==> config.mk <==
export PLATFORM = sky130hd
export DESIGN_NAME = decode_stage_pipe
export DESIGN_NICKNAME = d
export VERILOG_FILES = /design/src/rtl/cpu_pkg.sv /design/src/rtl/register_file_bypass.sv /design/src/rtl/decode_stage_pipe.sv
export SDC_FILE = /design/constraint.sdc
export NUM_CORES = 1
export LEC_CHECK = 0
export CAP_MARGIN = 10
export CORE_ASPECT_RATIO = 1.5
export CORE_MARGIN = 1
export CORE_UTILIZATION = 55
export CTS_CLUSTER_DIAMETER = 150
export DETAILED_ROUTE_END_ITERATION = 12
export PLACE_DENSITY = 0.81
export SETUP_SLACK_MARGIN = 0.1
export SLEW_MARGIN = 15
export SYNTH_ARGS = -nofsm -noshare
export SYNTH_HDL_FRONTEND = slang
export SYNTH_SLANG_ARGS = --single-unit
==> constraint.sdc <==
create_clock -name i_clk -period 3.5 [get_ports i_clk]
set_input_delay 0.7 -clock i_clk [delete_from_list [all_inputs] [get_ports i_clk]]
set_output_delay 0.7 -clock i_clk [all_outputs]
set_load 0.02 [all_outputs]
==> src/rtl/cpu_pkg.sv <==
// Shared decode-stage definitions: opcodes, control-bundle layout, interrupt FSM
// encoding and instruction field positions.
package cpu_pkg;

  localparam int unsigned OpcodeW = 3;

  localparam logic [OpcodeW-1:0] OpAlu    = 3'b000;
  localparam logic [OpcodeW-1:0] OpAluImm = 3'b001;
  localparam logic [OpcodeW-1:0] OpLoad   = 3'b010;
  localparam logic [OpcodeW-1:0] OpStore  = 3'b011;
  localparam logic [OpcodeW-1:0] OpBranch = 3'b100;
  localparam logic [OpcodeW-1:0] OpJump   = 3'b101;
  localparam logic [OpcodeW-1:0] OpSys    = 3'b110;
  localparam logic [OpcodeW-1:0] OpNop    = 3'b111;

  // Control bundle layout as produced by the control unit.
  localparam int unsigned CtrlAluOpLsb  = 0;
  localparam int unsigned CtrlAluOpW    = 4;
  localparam int unsigned CtrlRegWrite  = 4;
  localparam int unsigned CtrlMemRead   = 5;
  localparam int unsigned CtrlMemWrite  = 6;
  localparam int unsigned CtrlBranch    = 7;
  localparam int unsigned CtrlJump      = 8;
  localparam int unsigned CtrlAluSrc    = 9;
  localparam int unsigned CtrlMemToReg  = 10;
  localparam int unsigned CtrlImmLsb    = 11;
  localparam int unsigned CtrlImmW      = 13;

  typedef enum logic [1:0] {
    StIdle   = 2'd0,
    StDrain  = 2'd1,
    StPush   = 2'd2,
    StVector = 2'd3
  } int_state_e;

  // rd sits directly below the opcode, rs directly below rd.
  function automatic int unsigned rd_lsb(input int unsigned instr_w, input int unsigned aw);
    return instr_w - OpcodeW - aw;
  endfunction

  function automatic int unsigned rs_lsb(input int unsigned instr_w, input int unsigned aw);
    return instr_w - OpcodeW - 2 * aw;
  endfunction

endpackage

==> src/rtl/register_file_bypass.sv <==
// Register file with two combinational read ports and write-through bypass.
// A disabled read port returns zero.
module register_file_bypass #(
  parameter int unsigned DATA_W   = 16,
  parameter int unsigned NUM_REGS = 8,
  localparam int unsigned AW      = $clog2(NUM_REGS)
) (
  input  logic              i_clk,
  input  logic              i_reset_n,
  input  logic              i_we,
  input  logic [AW-1:0]     i_waddr,
  input  logic [DATA_W-1:0] i_wdata,
  input  logic              i_ren1,
  input  logic [AW-1:0]     i_raddr1,
  output logic [DATA_W-1:0] o_rdata1,
  input  logic              i_ren2,
  input  logic [AW-1:0]     i_raddr2,
  output logic [DATA_W-1:0] o_rdata2
);

  logic [DATA_W-1:0] regs_q [NUM_REGS];

  always_ff @(posedge i_clk or negedge i_reset_n) begin
    if (!i_reset_n) begin
      for (int i = 0; i < int'(NUM_REGS); i++) begin
        regs_q[i] <= '0;
      end
    end else if (i_we) begin
      regs_q[i_waddr] <= i_wdata;
    end
  end

  always_comb begin
    o_rdata1 = '0;
    o_rdata2 = '0;
    if (i_ren1) begin
      o_rdata1 = (i_we && (i_waddr == i_raddr1)) ? i_wdata : regs_q[i_raddr1];
    end
    if (i_ren2) begin
      o_rdata2 = (i_we && (i_waddr == i_raddr2)) ? i_wdata : regs_q[i_raddr2];
    end
  end

endmodule

==> src/rtl/decode_stage_pipe.sv <==
// Decode stage: operand read, load-use interlock, branch flush, interrupt
// injection (drain / push PC / vector) and the registered ID/EX boundary.
module decode_stage_pipe
  import cpu_pkg::*;
#(
  parameter int unsigned DATA_W   = 16,
  parameter int unsigned INSTR_W  = 16,
  parameter int unsigned NUM_REGS = 8,
  parameter int unsigned CTRL_W   = 24,
  localparam int unsigned AW      = $clog2(NUM_REGS)
) (
  input  logic               i_clk,
  input  logic               i_reset_n,
  input  logic [INSTR_W-1:0] i_instr,
  input  logic               i_instr_valid,
  input  logic [CTRL_W-1:0]  i_ctrl,
  input  logic               i_read1,
  input  logic               i_read2,
  input  logic               i_interrupt,
  input  logic               i_flush,
  input  logic               i_ex_mem_read,
  input  logic [AW-1:0]      i_ex_rd,
  input  logic               i_write_back,
  input  logic [AW-1:0]      i_write_addr,
  input  logic [DATA_W-1:0]  i_write_data,
  output logic               o_stall,
  output logic               o_int_vector,
  output logic               o_valid,
  output logic [CTRL_W-1:0]  o_ctrl,
  output logic               o_push_pc,
  output logic [DATA_W-1:0]  o_data1,
  output logic [DATA_W-1:0]  o_data2,
  output logic [AW-1:0]      o_rd,
  output logic [AW-1:0]      o_rs
);

  localparam int unsigned RdLsb = rd_lsb(INSTR_W, AW);
  localparam int unsigned RsLsb = rs_lsb(INSTR_W, AW);

  logic [AW-1:0]     rd, rs;
  logic [DATA_W-1:0] rdata1, rdata2;
  logic              hz;
  logic              unused_instr;

  int_state_e state_q, state_d;
  logic       pending_q, pending_d;
  logic       int_vec_q, int_vec_d;

  logic              valid_q, valid_d;
  logic [CTRL_W-1:0] ctrl_q, ctrl_d;
  logic              push_q, push_d;
  logic [DATA_W-1:0] data1_q, data1_d, data2_q, data2_d;
  logic [AW-1:0]     rd_q, rd_d, rs_q, rs_d;

  assign rd = i_instr[RdLsb +: AW];
  assign rs = i_instr[RsLsb +: AW];
  // Opcode and immediate bits are consumed by the control unit, not here.
  assign unused_instr = ^{i_instr[INSTR_W-1 -: OpcodeW], i_instr[RsLsb-1:0]};

  register_file_bypass #(
    .DATA_W   (DATA_W),
    .NUM_REGS (NUM_REGS)
  ) u_regfile (
    .i_clk     (i_clk),
    .i_reset_n (i_reset_n),
    .i_we      (i_write_back),
    .i_waddr   (i_write_addr),
    .i_wdata   (i_write_data),
    .i_ren1    (i_read1),
    .i_raddr1  (rd),
    .o_rdata1  (rdata1),
    .i_ren2    (i_read2),
    .i_raddr2  (rs),
    .o_rdata2  (rdata2)
  );

  assign hz = i_instr_valid & i_ex_mem_read &
              ((i_read1 & (i_ex_rd == rd)) | (i_read2 & (i_ex_rd == rs)));

  // Flush cannot coincide with PUSH/VECTOR, so those stall unconditionally.
  assign o_stall = (state_q == StPush) | (state_q == StVector) |
                   (~i_flush & (hz | (state_q == StDrain)));

  always_comb begin
    state_d   = state_q;
    pending_d = pending_q | i_interrupt;
    int_vec_d = (state_q == StVector);
    unique case (state_q)
      StIdle: begin
        if (pending_q && !hz && !i_flush) state_d = StDrain;
      end
      StDrain: begin
        // A taken branch kills the drained op; retry once the branch resolves.
        if (i_flush)  state_d = StIdle;
        else if (!hz) state_d = StPush;
      end
      StPush: begin
        state_d   = StVector;
        pending_d = 1'b0;
      end
      StVector: state_d = StIdle;
      default:  state_d = StIdle;
    endcase
  end

  always_comb begin
    valid_d = 1'b0;
    ctrl_d  = '0;
    push_d  = 1'b0;
    data1_d = '0;
    data2_d = '0;
    rd_d    = '0;
    rs_d    = '0;
    if (state_q == StPush) begin
      valid_d = 1'b1;
      push_d  = 1'b1;
    end else if ((state_q == StVector) || i_flush || hz) begin
      valid_d = 1'b0;
    end else begin
      valid_d = i_instr_valid;
      ctrl_d  = i_ctrl;
      data1_d = rdata1;
      data2_d = rdata2;
      rd_d    = rd;
      rs_d    = rs;
    end
  end

  always_ff @(posedge i_clk or negedge i_reset_n) begin
    if (!i_reset_n) begin
      state_q   <= StIdle;
      pending_q <= 1'b0;
      int_vec_q <= 1'b0;
      valid_q   <= 1'b0;
      ctrl_q    <= '0;
      push_q    <= 1'b0;
      data1_q   <= '0;
      data2_q   <= '0;
      rd_q      <= '0;
      rs_q      <= '0;
    end else begin
      state_q   <= state_d;
      pending_q <= pending_d;
      int_vec_q <= int_vec_d;
      valid_q   <= valid_d;
      ctrl_q    <= ctrl_d;
      push_q    <= push_d;
      data1_q   <= data1_d;
      data2_q   <= data2_d;
      rd_q      <= rd_d;
      rs_q      <= rs_d;
    end
  end

  assign o_int_vector = int_vec_q;
  assign o_valid      = valid_q;
  assign o_ctrl       = ctrl_q;
  assign o_push_pc    = push_q;
  assign o_data1      = data1_q;
  assign o_data2      = data2_q;
  assign o_rd         = rd_q;
  assign o_rs         = rs_q;

endmodule

==> flow_summary_export.csv <==
group,metric,value,unit
synthesis,synth_seq_cells,196,
sta,layout_min_cycle_time,2.948,ns
synthesis,synthAdderAreaFrac,0,%
synthesis,synth.most_common_cell,"dfrtp_1",
sta,slew_headroom,30.33,%
sta,final.setup.tns,0,ns
synthesis,synth_xor_area_share,1.111,%
floorplan,num_rows,58,
sta,finalSetupViolCount,0,
synthesis,syn_avg_cell_area,15.15,µm²
synthesis,synthTopCellsByCount,"dfrtp_1 (196), mux2_2 (128), mux4_2 (64)",
detailed_routing,drc,0,
synthesis,synth_fp_nets,695,
power_and_ir_drop,irDropWorstVdd,0.0002905,V
sta,timing.final.crit_share,84.24,%
min_path,hp-class,"input port to async pin",
floorplan,dieArea,0.01773,mm²
sta,fin_worst_hold_slack,0.2707,ns
cells_and_area,final_layout_size_suffix_gt1_share,34.73,%
cells_and_area,fillers,1161,
critical_path,slowest_stage,"clkdlybuf4s50_1",
synthesis,async_reset_ff_share,100.0,%
synthesis,synth_mux_area_share,33.87,%
cts,numCtsBuffers,17,
critical_path,cp-start-kind,"input port",
floorplan,die_w,109.1,µm
detailed_routing,drt_iter0_markers,274,
critical_path,critical-path-max-stage-delay,0.47,ns
cts,clk_latency,0.44,ns
cells_and_area,syn_to_final_growth,20.91,%
cts,clock-root-buffer,"clkbuf_16",
critical_path,crit_family,"buffers and inverters",
placed_design,globalplace.congestion,0.7935,
floorplan,core,0.01676,mm²
cells_and_area,nets,798,
detailed_routing,dr.pass1.iters,5,
sta,max_slew.worst_pin.slew,1.043,ns
floorplan,ios,137,
placed_design,portBuffers,126,
synthesis,synth.yosys.seq_area_share,51.87,%
detailed_routing,ant_nets,0,
synthesis,synth_top_cell_by_area,"dfrtp_1",
synthesis,synth_cell_types,32,
power_and_ir_drop,finalPower,6590,µW
cts,htreeDepth,4,
floorplan,start_util,56.41,%
synthesis,yosys.area_share.simple,5.028,%
critical_path,crit_required,2.80,ns
synthesis,netlist_area,0.009457,mm²
sta,rsz0062_at_grt,"false",
placed_design,dp_hpwl,13610,µm
placed_design,pre_cts_slack,0.08020,ns
global_route,grt_overflow_total,0,
global_route,grt_pass1_vias,6474,
cts,hold_buffers,0,
synthesis,synth_top_family_by_area,"multiplexers",
synthesis,ys.flop_type,"dfrtp_1",
floorplan,fp.dieH,162.6,µm
global_route,grt_usage,27.40,%
detailed_routing,via_count,5949,
sta,max_clock_freq,0.3392,GHz
detailed_routing,routed_wirelength,22590,µm
critical_path,cp_cell_sequence,"clkdlybuf4s50_1 -> xor2_1 -> nor4b_2 -> nor2_1 -> o31ai_1 -> dlymetal6s2s_1",
synthesis,yosys_warnings,0,
critical_path,path_buf_inv,2,
critical_path,end_kind,"output port",
synthesis,synth_top_cell_area_share,51.87,%
synthesis,synth_cells,624,
sta,finalWorstSetupSlack,0.5518,ns
synthesis,synth.area.top_cells,"dfrtp_1 (52%), mux2_2 (15%), mux4_2 (15%)",
power_and_ir_drop,leakage,0.004883,µW
critical_path,worst-setup-path-type,"input port to output port",
synthesis,synth_edf_count,0,
cts,clock_sinks,196,
job,cap_violations,0,
run_status,status,"completed",
cts,cts_tree,"yes",
sta,hold_viol_final,0,
synthesis,synth_compound_area_share,4.723,%
cts,clkTransAtPathRegs,0.07,ns
sta,fin_skew,0.009517,ns
global_route,grt_pass1_wl,35560,µm
critical_path,arrival,2.25,ns
sta,slew_viol_final,0,
cts,clock_path_buffers,2,
global_route,antenna_found_initial,1,
critical_path,worst-path-max-fanout,2,
detailed_routing,wl_per_cell,23.75,µm
global_route,grt_max_degree,75,
detailed_routing,via_per_inst,6.256,
power_and_ir_drop,power_density,576.4,mW/mm²
## placed cells by master (no fill, tap or decap), types with 4 or more instances in the layout
| cell | instances |
|---|---|
| dfrtp_1 | 196 |
| mux2_2 | 128 |
| clkdlybuf4s50_1 | 122 |
| mux4_2 | 64 |
| nand2_1 | 34 |
| o2111a_1 | 33 |
| mux2i_1 | 32 |
| and2_1 | 31 |
| buf_4 | 21 |
| clkbuf_16 | 17 |
| xnor2_1 | 9 |
| nor2_1 | 5 |
| inv_8 | 4 |
| clkinv_4 | 4 |
## kinds of logic (layout without fill, tap and decap cells)
| kind of cell | after synthesis | count (layout) |
|---|---|---|
| buf+inv | 66 | 182 |
| mux | 224 | 224 |
| flops | 196 | 196 |
| other cells | 0 | 1 |
| compound gates | 41 | 41 |
| xor+xnor | 12 | 12 |
| simple gates | 85 | 85 |
## power by group
part	total [µW]	leakage (µW)	internal, µW	switching (µW)
clock	1920	0.000278	1030	899
sequential	3000	0.00245	2710	285
combinational	1670	0.00216	956	713
total	6590	0.00488	4690	1900
## timing repair
action                     4_1_cts  5_1_grt
setup endpoints to repair        1        1
gates resized for setup          1        1
hold endpoints to repair         0        0
setup buffers                    0        0
cloned                           0        0
## registers in the layout, indices dropped and copies added (netlist names), 3 cells and up, named ones only
signal and flops:
o_data1 16, o_ctrl 24, o_data2 16, o_rd 3, u_regfile.regs_q 128, o_rs 3
## layout make-up
cell class / count / area, µm² / area share (%)
clock inverters: 13 / 141.4 / 1.237
well taps: 210 / 262.8 / 2.298
inverters: 2 / 7.507 / 0.06566
flip-flops and latches: 196 / 4905 / 42.90
diodes: 1 / 2.502 / 0.02189
repair buffers: 148 / 1435 / 12.55
clock buffers: 19 / 442.9 / 3.874
multi-input cells: 362 / 4237 / 37.05
## final timing paths
check                      startpoint                   to  slack, ns  depth (start not counted)
max in group asynchronous   i_reset_n  u_regfile.regs_q[4]       2.18                          2
min in group i_clk          pending_q            pending_q       0.51                          2
setup / recovery           i_ex_rd[1]              o_stall       0.55                          6
hold reg to reg             pending_q            pending_q       0.51                          2
setup reg to reg             register          o_data1[10]       1.26                          5
hold / removal              i_reset_n           o_ctrl[12]       0.27                          1
## stage by stage
stage / std cells / area (µm²) / util [%]
after detailed placement: 918 / 10840 / 64.65
final: 951 / 11430 / 68.20
after global placement: 918 / 10840 / 64.65
after global routing: 951 / 11430 / 68.20
after CTS: 950 / 11430 / 68.17
after floorplan: 624 / 9457 / -
## metal layers
| layer | vias to the layer above | wire (µm) | GRT usage, % |
|---|---|---|---|
| li1 | 2542 | - | - |
| met5 | - | 0 | 0 |
| met3 | 42 | 1062 | 3.802 |
| met2 | 199 | 12060 | 46.08 |
| met4 | 0 | 554 | 10.57 |
| met1 | 3166 | 8908 | 35.88 |
Power figures use the tool's default switching activity.
